$ cat src/rtl/camera_pixel_capture_if.sv
// Pixel stream between the camera capture block and its consumer.
// pix_x/pix_y exist only when CAPTURE_PIXEL_COORD_EN is defined.
interface camera_pixel_capture_if;
    logic [15:0] pix_data;
    logic        pix_valid;
    logic        pix_ready;
    logic        pix_sof;
    logic        pix_eol;
`ifdef CAPTURE_PIXEL_COORD_EN
    logic [9:0]  pix_x;
    logic [8:0]  pix_y;

    modport master (
        output pix_data, pix_valid, pix_sof, pix_eol, pix_x, pix_y,
        input  pix_ready
    );
    modport slave (
        input  pix_data, pix_valid, pix_sof, pix_eol, pix_x, pix_y,
        output pix_ready
    );
`else
    modport master (
        output pix_data, pix_valid, pix_sof, pix_eol,
        input  pix_ready
    );
    modport slave (
        input  pix_data, pix_valid, pix_sof, pix_eol,
        output pix_ready
    );
`endif
endinterface

$ cat src/rtl/camera_pixel_capture.sv
// Oversampled DVP camera capture: syncs pclk/href/vsync/data into clk, packs RGB565, buffers in a FWFT FIFO.
// Optional macro CAPTURE_PIXEL_COORD_EN adds per-pixel column/row (pix_x/pix_y) and the row counter.
module camera_pixel_capture #(
    parameter int FIFO_DEPTH = 16,
    parameter int H_PIXELS   = 640,
    parameter int V_LINES    = 480
) (
    input  logic                          clk,
    input  logic                          rst,
    input  logic                          cfg_done,
    input  logic                          cmos_pclk,
    input  logic                          cmos_href,
    input  logic                          cmos_vsync,
    input  logic [7:0]                    cmos_data,
    camera_pixel_capture_if.master        pix,
    output logic                          overflow,
    output logic [1:0]                    cap_state
);
    typedef enum logic [1:0] {
        S_IDLE       = 2'd0,
        S_WAIT_FRAME = 2'd1,
        S_ACTIVE     = 2'd2,
        S_RESYNC     = 2'd3
    } state_t;

    localparam int          AW       = $clog2(FIFO_DEPTH);
    localparam int          CW       = AW + 1;
    localparam logic [9:0]  COL_LAST = 10'(H_PIXELS - 1);
`ifdef CAPTURE_PIXEL_COORD_EN
    localparam int          EW       = 37;
`else
    localparam int          EW       = 18;
`endif

    // Every camera line goes through the same two-flop chain so their relative timing is preserved.
    logic [10:0] w_async;
    logic [10:0] r_meta;
    logic [10:0] r_sync;
    logic        r_pclk_q;
    logic        r_href_q;
    logic        r_vsync_q;

    assign w_async = {cmos_pclk, cmos_href, cmos_vsync, cmos_data};

    always_ff @(posedge clk or posedge rst) begin
        if (rst) begin
            r_meta    <= '0;
            r_sync    <= '0;
            r_pclk_q  <= 1'b0;
            r_href_q  <= 1'b0;
            r_vsync_q <= 1'b0;
        end else begin
            r_meta    <= w_async;
            r_sync    <= r_meta;
            r_pclk_q  <= r_sync[10];
            r_href_q  <= r_sync[9];
            r_vsync_q <= r_sync[8];
        end
    end

    logic       w_pclk_rise;
    logic       w_href;
    logic       w_vs_rise;
    logic       w_vs_fall;
    logic [7:0] w_byte;

    assign w_pclk_rise = r_sync[10] & ~r_pclk_q;
    assign w_href      = r_sync[9];
    assign w_vs_rise   = r_sync[8] & ~r_vsync_q;
    assign w_vs_fall   = ~r_sync[8] & r_vsync_q;
    assign w_byte      = r_sync[7:0];

    state_t        r_state;
    logic          r_overflow;
    logic          r_phase;
    logic [7:0]    r_hi;
    logic [9:0]    r_col;
    logic          r_sof_pend;
    logic          r_push_vld;
    logic [15:0]   r_push_data;
    logic          r_push_sof;
    logic          r_push_eol;

    logic [AW-1:0] r_wr_ptr;
    logic [AW-1:0] r_rd_ptr;
    logic [CW-1:0] r_count;
    logic          w_valid;
    logic          w_full;
    logic          w_pop;
    logic          w_drop;
    logic          w_wr;
    logic          w_in_line;

    assign w_valid   = (r_count != '0);
    assign w_full    = (r_count == CW'(FIFO_DEPTH));
    assign w_pop     = w_valid & pix.pix_ready;
    assign w_drop    = r_push_vld & w_full & ~w_pop;
    assign w_wr      = r_push_vld & ~w_drop;
    assign w_in_line = cfg_done & (r_state == S_ACTIVE) & ~w_drop & ~w_vs_rise;

    always_ff @(posedge clk or posedge rst) begin
        if (rst) begin
            r_state     <= S_IDLE;
            r_overflow  <= 1'b0;
            r_phase     <= 1'b0;
            r_hi        <= 8'h00;
            r_col       <= 10'd0;
            r_sof_pend  <= 1'b0;
            r_push_vld  <= 1'b0;
            r_push_data <= 16'h0000;
            r_push_sof  <= 1'b0;
            r_push_eol  <= 1'b0;
        end else begin
            r_push_vld <= 1'b0;
            if (!cfg_done) begin
                r_state    <= S_IDLE;
                r_overflow <= 1'b0;
                r_phase    <= 1'b0;
                r_col      <= 10'd0;
                r_sof_pend <= 1'b0;
            end else begin
                if (w_drop)
                    r_overflow <= 1'b1;
                case (r_state)
                    S_IDLE:
                        r_state <= S_WAIT_FRAME;
                    S_WAIT_FRAME, S_RESYNC:
                        if (w_vs_fall) begin
                            r_state    <= S_ACTIVE;
                            r_sof_pend <= 1'b1;
                        end
                    S_ACTIVE: begin
                        if (w_drop || w_vs_rise || !w_href) begin
                            // Leaving the line or the frame throws away any half-built pixel.
                            r_phase <= 1'b0;
                            r_col   <= 10'd0;
                            if (w_drop)
                                r_state <= S_RESYNC;
                            else if (w_vs_rise)
                                r_state <= S_WAIT_FRAME;
                        end else if (w_pclk_rise) begin
                            r_phase <= ~r_phase;
                            if (!r_phase) begin
                                r_hi <= w_byte;
                            end else begin
                                r_push_vld  <= 1'b1;
                                r_push_data <= {r_hi, w_byte};
                                r_push_sof  <= r_sof_pend;
                                r_push_eol  <= (r_col == COL_LAST);
                                r_sof_pend  <= 1'b0;
                                if (r_col != COL_LAST)
                                    r_col <= r_col + 10'd1;
                            end
                        end
                    end
                    default:
                        r_state <= S_IDLE;
                endcase
            end
        end
    end

    logic [EW-1:0] w_wr_entry;
    logic [EW-1:0] w_rd_entry;

`ifdef CAPTURE_PIXEL_COORD_EN
    localparam logic [8:0] ROW_LAST = 9'(V_LINES - 1);
    logic [8:0] r_row;
    logic       r_line_pix;
    logic [9:0] r_push_x;
    logic [8:0] r_push_y;
    logic       w_href_fall;
    logic       w_enter_active;
    logic       w_form;

    assign w_href_fall    = r_href_q & ~w_href;
    assign w_enter_active = cfg_done & ((r_state == S_WAIT_FRAME) | (r_state == S_RESYNC)) & w_vs_fall;
    assign w_form         = w_in_line & w_href & w_pclk_rise & r_phase;

    // A line only counts toward the row index once it has produced a pixel.
    always_ff @(posedge clk or posedge rst) begin
        if (rst) begin
            r_row      <= 9'd0;
            r_line_pix <= 1'b0;
            r_push_x   <= 10'd0;
            r_push_y   <= 9'd0;
        end else if (!cfg_done || w_enter_active) begin
            r_row      <= 9'd0;
            r_line_pix <= 1'b0;
        end else if (w_form) begin
            r_line_pix <= 1'b1;
            r_push_x   <= r_col;
            r_push_y   <= r_row;
        end else if (w_in_line && w_href_fall) begin
            r_line_pix <= 1'b0;
            if (r_line_pix && r_row != ROW_LAST)
                r_row <= r_row + 9'd1;
        end
    end

    assign w_wr_entry = {r_push_y, r_push_x, r_push_sof, r_push_eol, r_push_data};
    assign pix.pix_x  = w_valid ? w_rd_entry[27:18] : 10'd0;
    assign pix.pix_y  = w_valid ? w_rd_entry[36:28] : 9'd0;
`else
    assign w_wr_entry = {r_push_sof, r_push_eol, r_push_data};
`endif

    logic [EW-1:0] r_mem [FIFO_DEPTH];

    always_ff @(posedge clk) begin
        if (w_wr)
            r_mem[r_wr_ptr] <= w_wr_entry;
    end

    // Full with a same-cycle pop writes into the slot being vacated.
    always_ff @(posedge clk or posedge rst) begin
        if (rst) begin
            r_wr_ptr <= '0;
            r_rd_ptr <= '0;
            r_count  <= '0;
        end else begin
            if (w_wr)
                r_wr_ptr <= r_wr_ptr + AW'(1);
            if (w_pop)
                r_rd_ptr <= r_rd_ptr + AW'(1);
            if (w_wr && !w_pop)
                r_count <= r_count + CW'(1);
            else if (!w_wr && w_pop)
                r_count <= r_count - CW'(1);
        end
    end

    assign w_rd_entry    = r_mem[r_rd_ptr];
    assign pix.pix_valid = w_valid;
    assign pix.pix_data  = w_valid ? w_rd_entry[15:0] : 16'h0000;
    assign pix.pix_eol   = w_valid & w_rd_entry[16];
    assign pix.pix_sof   = w_valid & w_rd_entry[17];
    assign overflow      = r_overflow;
    assign cap_state     = r_state;
endmodule

$ cat src/flat_wrapper.sv
// flat-port wrapper written by rule: the top's interface ports become plain ports
module camera_pixel_capture_flat 
#(
    parameter int FIFO_DEPTH = 16,
    parameter int H_PIXELS   = 640,
    parameter int V_LINES    = 480
)
  (clk, rst, cfg_done, cmos_pclk, cmos_href, cmos_vsync, cmos_data, overflow, cap_state, pix_pix_data, pix_pix_valid, pix_pix_sof, pix_pix_eol, pix_pix_ready);
  camera_pixel_capture_if pix_i ();
  input  logic clk;
  input  logic rst;
  input  logic cfg_done;
  input  logic cmos_pclk;
  input  logic cmos_href;
  input  logic cmos_vsync;
  input  logic [7:0] cmos_data;
  output logic overflow;
  output logic [1:0] cap_state;
  output wire logic [$bits(pix_i.pix_data)-1:0] pix_pix_data;
  output wire logic [$bits(pix_i.pix_valid)-1:0] pix_pix_valid;
  output wire logic [$bits(pix_i.pix_sof)-1:0] pix_pix_sof;
  output wire logic [$bits(pix_i.pix_eol)-1:0] pix_pix_eol;
  input wire logic [$bits(pix_i.pix_ready)-1:0] pix_pix_ready;
  assign pix_pix_data = pix_i.pix_data;
  assign pix_pix_valid = pix_i.pix_valid;
  assign pix_pix_sof = pix_i.pix_sof;
  assign pix_pix_eol = pix_i.pix_eol;
  assign pix_i.pix_ready = pix_pix_ready;
  camera_pixel_capture #(.FIFO_DEPTH(FIFO_DEPTH), .H_PIXELS(H_PIXELS), .V_LINES(V_LINES)) u_core (.clk(clk), .rst(rst), .cfg_done(cfg_done), .cmos_pclk(cmos_pclk), .cmos_href(cmos_href), .cmos_vsync(cmos_vsync), .cmos_data(cmos_data), .pix(pix_i), .overflow(overflow), .cap_state(cap_state));
endmodule
$ cat config.mk
export PLATFORM = sky130hd
export DESIGN_NAME = camera_pixel_capture_flat
export DESIGN_NICKNAME = d
export VERILOG_FILES = /design/src/rtl/camera_pixel_capture_if.sv /design/src/rtl/camera_pixel_capture.sv /design/src/flat_wrapper.sv
export SDC_FILE = /design/constraint.sdc
export NUM_CORES = 1
export LEC_CHECK = 0
export BUFFER_PORTS_ARGS = -buffer_cell sky130_fd_sc_hd__buf_2
export CORE_MARGIN = 2
export CORE_UTILIZATION = 65
export DETAILED_ROUTE_END_ITERATION = 16
export PLACE_DENSITY_LB_ADDON = 0.05
export SLEW_MARGIN = 20
export SYNTH_ARGS = -nofsm -noshare
export SYNTH_HDL_FRONTEND = slang
export SYNTH_SLANG_ARGS = --single-unit
$ cat constraint.sdc
create_clock -name clk -period 8.15 [get_ports clk]
set_input_delay 0.4075 -clock clk [delete_from_list [all_inputs] [get_ports clk]]
set_output_delay 0.4075 -clock clk [all_outputs]
set_load 0.02 [all_outputs]
==> summary.md <==
| Metric | Value |
|---|---|
| Initial antenna violation count | `0` |
| RSZ-0062 raised after global routing | `no` |
| Syn. warnings | `0` |
| Die width | `152 um` |
| Number of global-route vias before repair | `7384` |
| Slew margin rel. | `0.259` |
| # fillers | `1188` |
| H-tree Lvls | `2` |
| Top FF cell, synth | `edfxtp_1` |
| Metal3 WL | `2.02 mm` |
| Via count | `6973` |
| Power share of the combinational group | `0.206` |
| Clk network pwr share | `0.339` |
| Reg power frac | `0.454` |
| Pwr dens | `299 nW/um2` |
| Tcrit/Tclk final | `0.465` |
| Largest net degree at the start of global routing | `80` |
| TritonCTS clock tree | `built` |
| Cts hold-fix bufs | `10` |
| Postcts setup bufs | `0` |
| Antenna-violating nets left | `0` |
| Maxcap violations | `0` |
| Endpoints failing hold | `0` |
| Final TNS setup | `0 ns` |
| Worst min path class | `input port to register` |
| Die ar. | `23000 um2` |
| Distinct cells, synth | `47` |
| Worst slew pin tran | `1.11 ns` |
| Synth Instances | `703` |
| Vias per Instance | `6.49` |
| Max VDD drop | `0.000220 V` |
| Top fanout value on the critical path | `18` |
| First-pass GRT wire length | `43.6 mm` |
| Clk buf depth | `3` |
| Wire per inst | `26.3 um` |
| Fmax achieved | `264 MHz` |
| Initial Utilization | `0.667` |
| Final Wtd Congestion | `0.739` |
| Detailed placement HPWL | `14.9 mm` |
| GR Overflow Total | `0` |
| CTS Sinks | `367` |
| Top-Level Pins | `37` |
| Internal power | `3500 uW` |
| Switch share | `0.270` |
| Final setup violating endpoints | `0` |
| Die H | `152 um` |
| EDFF count, synth | `288` |
| NetSw | `1290 uW` |
| Drt first-iter violations | `644` |
| Post-CTS sizing | `0` |
| Seq/Total Area, Yosys | `0.751` |
| Row count | `53` |
| Total Routing Usage GR | `0.265` |
| Post-synth net total | `730` |
| Synth area leader | `edfxtp_1` |
| Critical Path RT | `7.74 ns` |
| Slew Viols, Final | `0` |
| Most common cell after layout, fill and taps aside | `edfxtp_1` |
| Area share of the largest cell type after synthesis | `0.611` |
| Leakage power figure | `0.00610 uW` |
| Met2 WL | `14.1 mm` |
| Synthesis-to-finish area growth | `13.2%` |
| 1st-pass router iterations | `4` |
| Final wirelength | `28.3 mm` |
| CP Data Arrival Time | `3.39 ns` |
| Fin crit period | `3.79 ns` |
| Uppermost layer routed | `met4` |
| Core area | `21200 um2` |
| M1 wire length | `11.6 mm` |
| DRC | `0` |
| Clock Root Buffer | `clkbuf_16` |
| Commonest non-fill, non-tap cells in the layout | `edfxtp_1, dfrtp_1, mux4_2, clkbuf_16, mux2i_1` |
| Worst Skew | `0.0144 ns` |
| # port buffers | `36` |
| Worst hold slack | `0.0135 ns` |
| Clock slew at reported path FFs | `0.06 ns` |
| Mean Syn Cell Area | `20.1 um2` |
| Layout cells sized above 1 | `0.285` |
| Largest cells by area after synthesis | `edfxtp_1, dfrtp_1, mux4_2` |
| Worst setup EP type | `primary output` |
| Skew-Pair Late Insertion Delay | `0.51 ns` |
| Status | `completed` |
| Cell Area, Synth | `14100 um2` |
| Cts bufs inserted | `37` |
| Crit Path Class | `register to primary output` |
| N_diodes | `0` |
| Seq cells post-synth | `367` |
| Startpoint Class | `register` |
| Final Net Count | `798` |
| FFs w/ async S/R, synth | `0.215` |
[sequential cells by signal, indices dropped and copies added (netlist names)]
name,count
u_core.cap_state,2
u_core.overflow,1
u_core.r_col,10
u_core.r_count,5
u_core.r_hi,8
u_core.r_mem,288
u_core.r_meta,11
u_core.r_pclk_q,1
u_core.r_phase,1
u_core.r_push_data,16
u_core.r_push_eol,1
u_core.r_push_sof,1
u_core.r_push_vld,1
u_core.r_rd_ptr,4
u_core.r_sof_pend,1
u_core.r_sync,11
u_core.r_vsync_q,1
u_core.r_wr_ptr,4
[routing by layer]
metal  vias up  GRT usage
met5         -          0
met4         0     0.0676
met3        51     0.0416
met2       304      0.423
met1      3652      0.396
li1       2966          -
[final timing paths]
kind / from / end / slack (ns) / depth (start not counted)
worst max-delay path: u_core.r_count[0] / pix_pix_data[3] / 4.36 / 5
min in group asynchronous: rst / u_core.r_count[3] / 0.08 / 3
worst min register to register: u_core.r_meta[8] / u_core.r_sync[8] / 0.35 / 0
max in group asynchronous: rst / u_core.r_rd_ptr[0] / 7.51 / 3
worst min-delay path: cmos_data[0] / u_core.r_meta[0] / 0.01 / 1
worst max register to register: u_core.r_count[0] / u_core.r_count[4] / 4.84 / 10
[cells in the mapped netlist (2+ instances only)]
cell type / instances
a21oi_1: 4
and2_1: 2
buf_1: 5
buf_2: 7
buf_6: 2
clkbuf_1: 18
dfrtp_1: 79
edfxtp_1: 288
ha_1: 11
inv_1: 13
mux2_2: 18
mux2_4: 8
mux2i_1: 38
mux4_2: 72
nand2_1: 18
nand2b_1: 8
nand3_1: 10
nand4_1: 4
nor2_1: 17
nor2b_1: 4
nor3_1: 5
o211ai_1: 4
o21ai_0: 14
o22ai_1: 18
o31ai_1: 5
or4_1: 2
xnor2_1: 8
xor2_1: 2
[through the flow]
| stage | std cells | util | total power (uW) | worst slack (ns) | cell area, um2 |
|---|---|---|---|---|---|
| floorplan | 703 | - | 2940 | 5.15 | 14100 |
| global placement | 997 | 0.694 | 3190 | 4.86 | 14700 |
| detailed placement | 997 | 0.694 | 3210 | 4.85 | 14700 |
| CTS | 1075 | 0.754 | 4830 | 4.30 | 16000 |
| global route | 1075 | 0.755 | 4980 | 4.10 | 16000 |
| finish | 1075 | 0.755 | 4790 | 4.36 | 16000 |
[logic make-up (layout without fill, tap and decap cells)]
kind of cell | Yosys count | after routing | synth area share
buffers and inverters | 45 | 142 | 0.0136
flip-flops | 367 | 367 | 0.751
multiplexers | 136 | 136 | 0.164
AO/OA/AOI/OAI | 55 | 55 | 0.0250
XOR/XNOR | 10 | 10 | 0.00619
AND/OR/NAND/NOR | 78 | 78 | 0.0287
adder cells (fa/ha/maj) | 12 | 12 | 0.0111
[critical path: stages, from the launching register on]
cell,delay (ns)
dfrtp_1,0.42
nor4_1,0.67
nand2b_1,0.33
nand2_1,0.90
o22ai_1,0.28
buf_2,0.26
[power groups by stage]
stage	Sequential [uW]	Combinational, uW	Clock (uW)
6_report	2180	989	1630
5_1_grt	2190	1060	1720
4_1_cts	2180	1000	1650
3_5_place_dp	2210	992	0
3_3_place_gp	2210	976	0
2_1_floorplan	2120	820	0
[layout make-up]
class                      instances  area, um2  share of cell area
sequential                       367      10600               0.664
clock buffer                      53       1060              0.0661
clock inverter                    15        125             0.00781
multi-input combinational        291       3410               0.213
timing repair buffer              61        397              0.0248
tap                              275        344              0.0215
inverter                          13       50.0             0.00313
No activity file was read; power rests on OpenSTA's default activity.
